File: config.mk
export PLATFORM = sky130hd
export DESIGN_NAME = operand_fetch_stage
export DESIGN_NICKNAME = d
export VERILOG_FILES = /design/src/rtl/operand_fetch_stage.sv
export SDC_FILE = /design/constraint.sdc
export NUM_CORES = 1
export LEC_CHECK = 0
export CORE_MARGIN = 8
export CORE_UTILIZATION = 39
export DETAILED_ROUTE_END_ITERATION = 12
export GPL_TIMING_DRIVEN = 0
export HOLD_SLACK_MARGIN = 0.1
export PLACE_DENSITY = 0.79
export SYNTH_ARGS = -nofsm -noshare
export SYNTH_HDL_FRONTEND = slang
export SYNTH_SLANG_ARGS = --single-unit
File: constraint.sdc
create_clock -name clk -period 4.1 [get_ports clk]
set_input_delay 1.23 -clock clk [delete_from_list [all_inputs] [get_ports clk]]
set_output_delay 1.23 -clock clk [all_outputs]
set_load 0.005 [all_outputs]
File: src/rtl/operand_fetch_stage.sv
// operand_fetch_stage: reads operands with writeback bypass, stalls on scoreboard hazards,
// and hands registered operands to execute over valid/ready.
module operand_fetch_stage #(
   parameter int DATA_W   = 64,
   parameter int ADDR_W   = 5,
   parameter int ZERO_REG = 31
)(
   input  logic              clk,
   input  logic              reset,
   input  logic              id_valid,
   output logic              id_ready,
   input  logic [ADDR_W-1:0] id_rn,
   input  logic [ADDR_W-1:0] id_rm,
   input  logic              id_use_rm,
   input  logic [DATA_W-1:0] id_imm,
   input  logic [ADDR_W-1:0] id_rd,
   input  logic              id_regwrite,
   output logic [ADDR_W-1:0] rf_rdAddrA,
   output logic [ADDR_W-1:0] rf_rdAddrB,
   input  logic [DATA_W-1:0] rf_rdDataA,
   input  logic [DATA_W-1:0] rf_rdDataB,
   input  logic              wb_write,
   input  logic [ADDR_W-1:0] wb_addr,
   input  logic [DATA_W-1:0] wb_data,
   output logic              ex_valid,
   input  logic              ex_ready,
   output logic [DATA_W-1:0] ex_opA,
   output logic [DATA_W-1:0] ex_opB,
   output logic [ADDR_W-1:0] ex_rd,
   output logic              ex_regwrite
);
   localparam int N = 2**ADDR_W;
   localparam logic [ADDR_W-1:0] Z = ADDR_W'(ZERO_REG);
   logic [N-1:0]      r_busy;
   logic              r_valid, r_regwrite;
   logic [DATA_W-1:0] r_opA, r_opB;
   logic [ADDR_W-1:0] r_rd;
   logic              w_hit_a, w_hit_b, w_haz_a, w_haz_b, w_acc;
   logic [DATA_W-1:0] w_src_a, w_src_b;
   logic [N-1:0]      w_set, w_clr;
   assign rf_rdAddrA = id_rn;
   assign rf_rdAddrB = id_rm;
   assign w_hit_a = wb_write && wb_addr == id_rn;
   assign w_hit_b = wb_write && wb_addr == id_rm;
   assign w_haz_a = r_busy[id_rn] && !w_hit_a && id_rn != Z;
   assign w_haz_b = r_busy[id_rm] && !w_hit_b && id_rm != Z;
   // zero register is tested first so a writeback to it never bypasses
   assign w_src_a = (id_rn == Z) ? '0 : w_hit_a ? wb_data : rf_rdDataA;
   assign w_src_b = (id_rm == Z) ? '0 : w_hit_b ? wb_data : rf_rdDataB;
   assign id_ready = !(w_haz_a || (id_use_rm && w_haz_b)) && (!r_valid || ex_ready);
   assign w_acc = id_valid && id_ready;
   assign w_set = (w_acc && id_regwrite && id_rd != Z) ? N'(1) << id_rd : '0;
   assign w_clr = wb_write ? N'(1) << wb_addr : '0;
   always_ff @(posedge clk) begin
      if (reset) begin
         r_busy     <= '0;
         r_valid    <= 1'b0;
         r_opA      <= '0;
         r_opB      <= '0;
         r_rd       <= '0;
         r_regwrite <= 1'b0;
      end else begin
         r_busy <= (r_busy & ~w_clr) | w_set;
         if (w_acc) begin
            r_valid    <= 1'b1;
            r_opA      <= w_src_a;
            r_opB      <= id_use_rm ? w_src_b : id_imm;
            r_rd       <= id_rd;
            r_regwrite <= id_regwrite;
         end else if (ex_ready) begin
            r_valid <= 1'b0;
         end
      end
   end
   assign ex_valid    = r_valid;
   assign ex_opA      = r_opA;
   assign ex_opB      = r_opB;
   assign ex_rd       = r_rd;
   assign ex_regwrite = r_regwrite;
endmodule
==> impl_metrics.ini, run 1 <==
[setup_path]
cp_num_cells = 9
max_stage_delay_ns = 0.49
cp_common_cell = buf_8
worstPathMaxFanout = 8
end_kind = primary output
critPathKind = in2out
crit_chain = buf_8 > buf_8 > mux4_2 > mux2_4 > mux2i_1 > a211o_1 > o211ai_4 > inv_4 > buf_6
startpoint_type = input pin
required_ns = 2.87
crit_buf_inv = 4
worst_r2r_path_depth = 12
cp.arrival_ns = 2.94
slowest_stage = mux4_2
critPathTopFamily = multiplexers

[placement]
dpl_worst_slack_ns = -1.586
place_inst = 1929
io_buffer_count = 418
gp_congestion = 0.9515
place_area_um2 = 14220
dpl.hpwl_um = 34290

[global_route]
grt_overflow = 0
grt_pass1_vias = 10990
antenna_found_initial = 4
grtUsageTotal = 0.2823
grt_max_degree = 17
grt_pass1_wl_um = 66070

[run_status]
violations = setup timing
status = finished, violations left

[yosys]
ys_seq_area_frac = 0.3478
synth_edf_count = 0
synth_ff_type = dfxtp_1
syn_nets = 1470
post_synth.cell_area_avg_um2 = 8.099
synth_async_sr_flop_share = 0
syn_area_um2 = 9613
postSynthCellCount = 1187
synth.yosys.warnings = 0
yosysUniqueCellTypes = 51
synth_seq_cells = 167

[layout]
num-nets-final = 1917
final_cells = 1968
fill_cells = 2186
final_cell_area_um2 = 14890
drive_gt1_frac = 0.07186
area_delta_synth_final_pct = 54.93

[sta]
hold_violations = 0
min_period_ns = 4.168
finalSetupViolCount = 1
slew_violations = 0
finalSetupTns_ns = -0.06788
fin_crit_sh = 1.017
slew_headroom = 0.2756
rsz0062_at_grt = true
finClkSkew_ns = 0.01391
timing.final.ws_setup_ns = -0.06788
fmax_mhz = 239.9
worstMarginPinSlew_ns = 1.087

[drt]
first_pass_iters = 7
routedWlPerCell_um = 22.50
ant_nets = 0
drtIter0Drc = 766
viasPerCell = 5.587
wl_um = 44280
num_vias = 11000
drc_errors = 0

[floorplanning]
dieArea_um2 = 29930
coreArea_um2 = 24250
die_width_um = 173
pin_count = 429
num_rows = 57
initial_core_util = 0.3964
die_h_um = 173

[pwr]
p_per_area_nw_per_um2 = 307.5
ir_worst_vdd_mv = 0.2202
power_mw = 4.579
p_leak_nw = 5.635

[clock_network]
clk_pin_slew_ns = 0.06
cts-buffers-inserted = 17
cts_max_level = 4
cts.path.max_buffers = 2
clock-sinks = 167
cts-root-buf = clkbuf_16
cts_tree = built
clkLatencyLatePin_ns = 0.44

[flow_run]
maxCapViolations = 0

[min_path]
min_delay_path_depth = 2
hold_path_class = reg2reg
[state kept, by name, summed over array words and instances, names as in the netlist]
signal / cells
ex_opA: 64
ex_opB: 64
ex_rd: 5
ex_regwrite: 1
ex_valid: 1
r_busy: 32
[tightest hold or removal path, stage by stage, from the launching register on]
cell     delay [ns]
dfxtp_1        0.30
o21ai_0        0.07
a21oi_1        0.06
[power breakdown]
part	leakage, nW	switching, mW	total, mW	internal [mW]
Sequential	1.37	0.0609	1.80	1.74
Combinational	4.02	0.595	1.27	0.676
Clock	0.249	0.675	1.51	0.835
[through the flow]
stage / hold WS [ns] / utilization
3_3_place_gp: 0.4649 / 0.5863
6_report: 0.4794 / 0.6142
3_5_place_dp: 0.4694 / 0.5865
2_1_floorplan: 0.4518 / -
4_1_cts: 0.4778 / 0.6134
5_1_grt: 0.5157 / 0.6142
[metal layers]
layer | up-vias | wire length, um | part of all wire | track usage
li1 | 5109 | - | - | -
met1 | 5186 | 17610 | 0.40 | 0.3402
met2 | 607 | 21190 | 0.48 | 0.4711
met3 | 89 | 3972 | 0.090 | 0.07863
met4 | 4 | 1485 | 0.034 | 0.1089
met5 | - | 27 | 0.00061 | 0
[placed cells by master (no fill, tap or decap), types with 3 or more instances in the layout]
master             n
a21oi_1          136
buf_1              3
buf_2             11
buf_4             25
buf_6              3
buf_8              4
clkbuf_1          86
clkbuf_16         17
clkbuf_2           3
clkdlybuf4s50_1  410
clkinvlp_4         3
dfxtp_1          167
dlygate4sd2_1      3
inv_1             65
mux2_1            52
mux2_2            15
mux2i_1           71
mux4_2            13
nand2_1          142
nand2b_1           8
nand3_1           21
nor2_1             5
nor2b_1           70
nor3_1           128
o211ai_1          10
o21ai_0            8
o22ai_1           64
o311ai_0          15
o31ai_1           23
o41ai_1            3
o41ai_2            3
or3_1              3
xor2_1             8
[final timing paths]
| path | start | to | slack, ns |
|---|---|---|---|
| min reg2reg | ex_regwrite | ex_regwrite | 0.48 |
| max reg2reg | r_busy[17] | ex_opA[6] | 0.90 |
| min | ex_regwrite | ex_regwrite | 0.48 |
| max | id_rn[1] | id_ready | -0.07 |
[Yosys cell counts (all sizes together) (2+ instances only)]
cell type | count | share of area
dfxtp | 167 | 0.35
nand2 | 142 | 0.055
a21oi | 136 | 0.071
nor3 | 128 | 0.067
clkbuf | 90 | 0.035
mux2i | 71 | 0.074
nor2b | 70 | 0.046
mux2 | 68 | 0.080
inv | 67 | 0.026
o22ai | 64 | 0.042
buf | 33 | 0.022
o31ai | 23 | 0.018
nand3 | 21 | 0.011
o311ai | 15 | 0.014
mux4 | 13 | 0.030
o211ai | 11 | 0.010
o21ai | 10 | 0.0052
nand2b | 8 | 0.0052
xor2 | 8 | 0.0073
o41ai | 6 | 0.0078
nor2 | 5 | 0.0020
nor4 | 3 | 0.0020
or3 | 3 | 0.0020
a211oi | 2 | 0.0016
a221oi | 2 | 0.0018
and3 | 2 | 0.0013
nand4 | 2 | 0.0013
nor3b | 2 | 0.0016
or4 | 2 | 0.0016
xnor2 | 2 | 0.0018
[cell families after synthesis]
logic type / Yosys count / share of synthesized area
XOR/XNOR: 10 / 0.009112
flip-flops: 167 / 0.3478
buffers and inverters: 190 / 0.08356
AND/OR/NAND/NOR: 392 / 0.1984
AO/OA/AOI/OAI: 276 / 0.1771
multiplexers: 152 / 0.1840
[timing repair]
action                                  in CTS  in global routing
hold buffers                                 0                  0
endpoints found under the setup margin     153                  9
gates resized for setup                     39                  8
buffers inserted                            10                  0
gates cloned                                 1                  0
pin swaps                                    5                  1
[final cells by class]
type                    count  area [um2]  share of cell area
repair buffers            429        4279              0.2873
diodes                      2       5.005           0.0003361
inverters                  67       254.0             0.01705
plain buffers             122       575.6             0.03865
clock buffers              19       442.9             0.02974
flip-flops and latches    167        3343              0.2245
well taps                 324       405.4             0.02722
multi-input cells         830        5508              0.3698
clock inverters             8       80.08            0.005377
No activity file was read; power rests on OpenSTA's default activity.
==> run 2: changes to the inputs <==
--- a/config.mk
+++ b/config.mk
@@ -9,7 +9,6 @@
 export CORE_UTILIZATION = 39
 export DETAILED_ROUTE_END_ITERATION = 12
 export GPL_TIMING_DRIVEN = 0
-export HOLD_SLACK_MARGIN = 0.1
 export PLACE_DENSITY = 0.79
 export SYNTH_ARGS = -nofsm -noshare
 export SYNTH_HDL_FRONTEND = slang
==> results of run 2 <==
Final layout, timing and power as in run 1 (identical DEF).
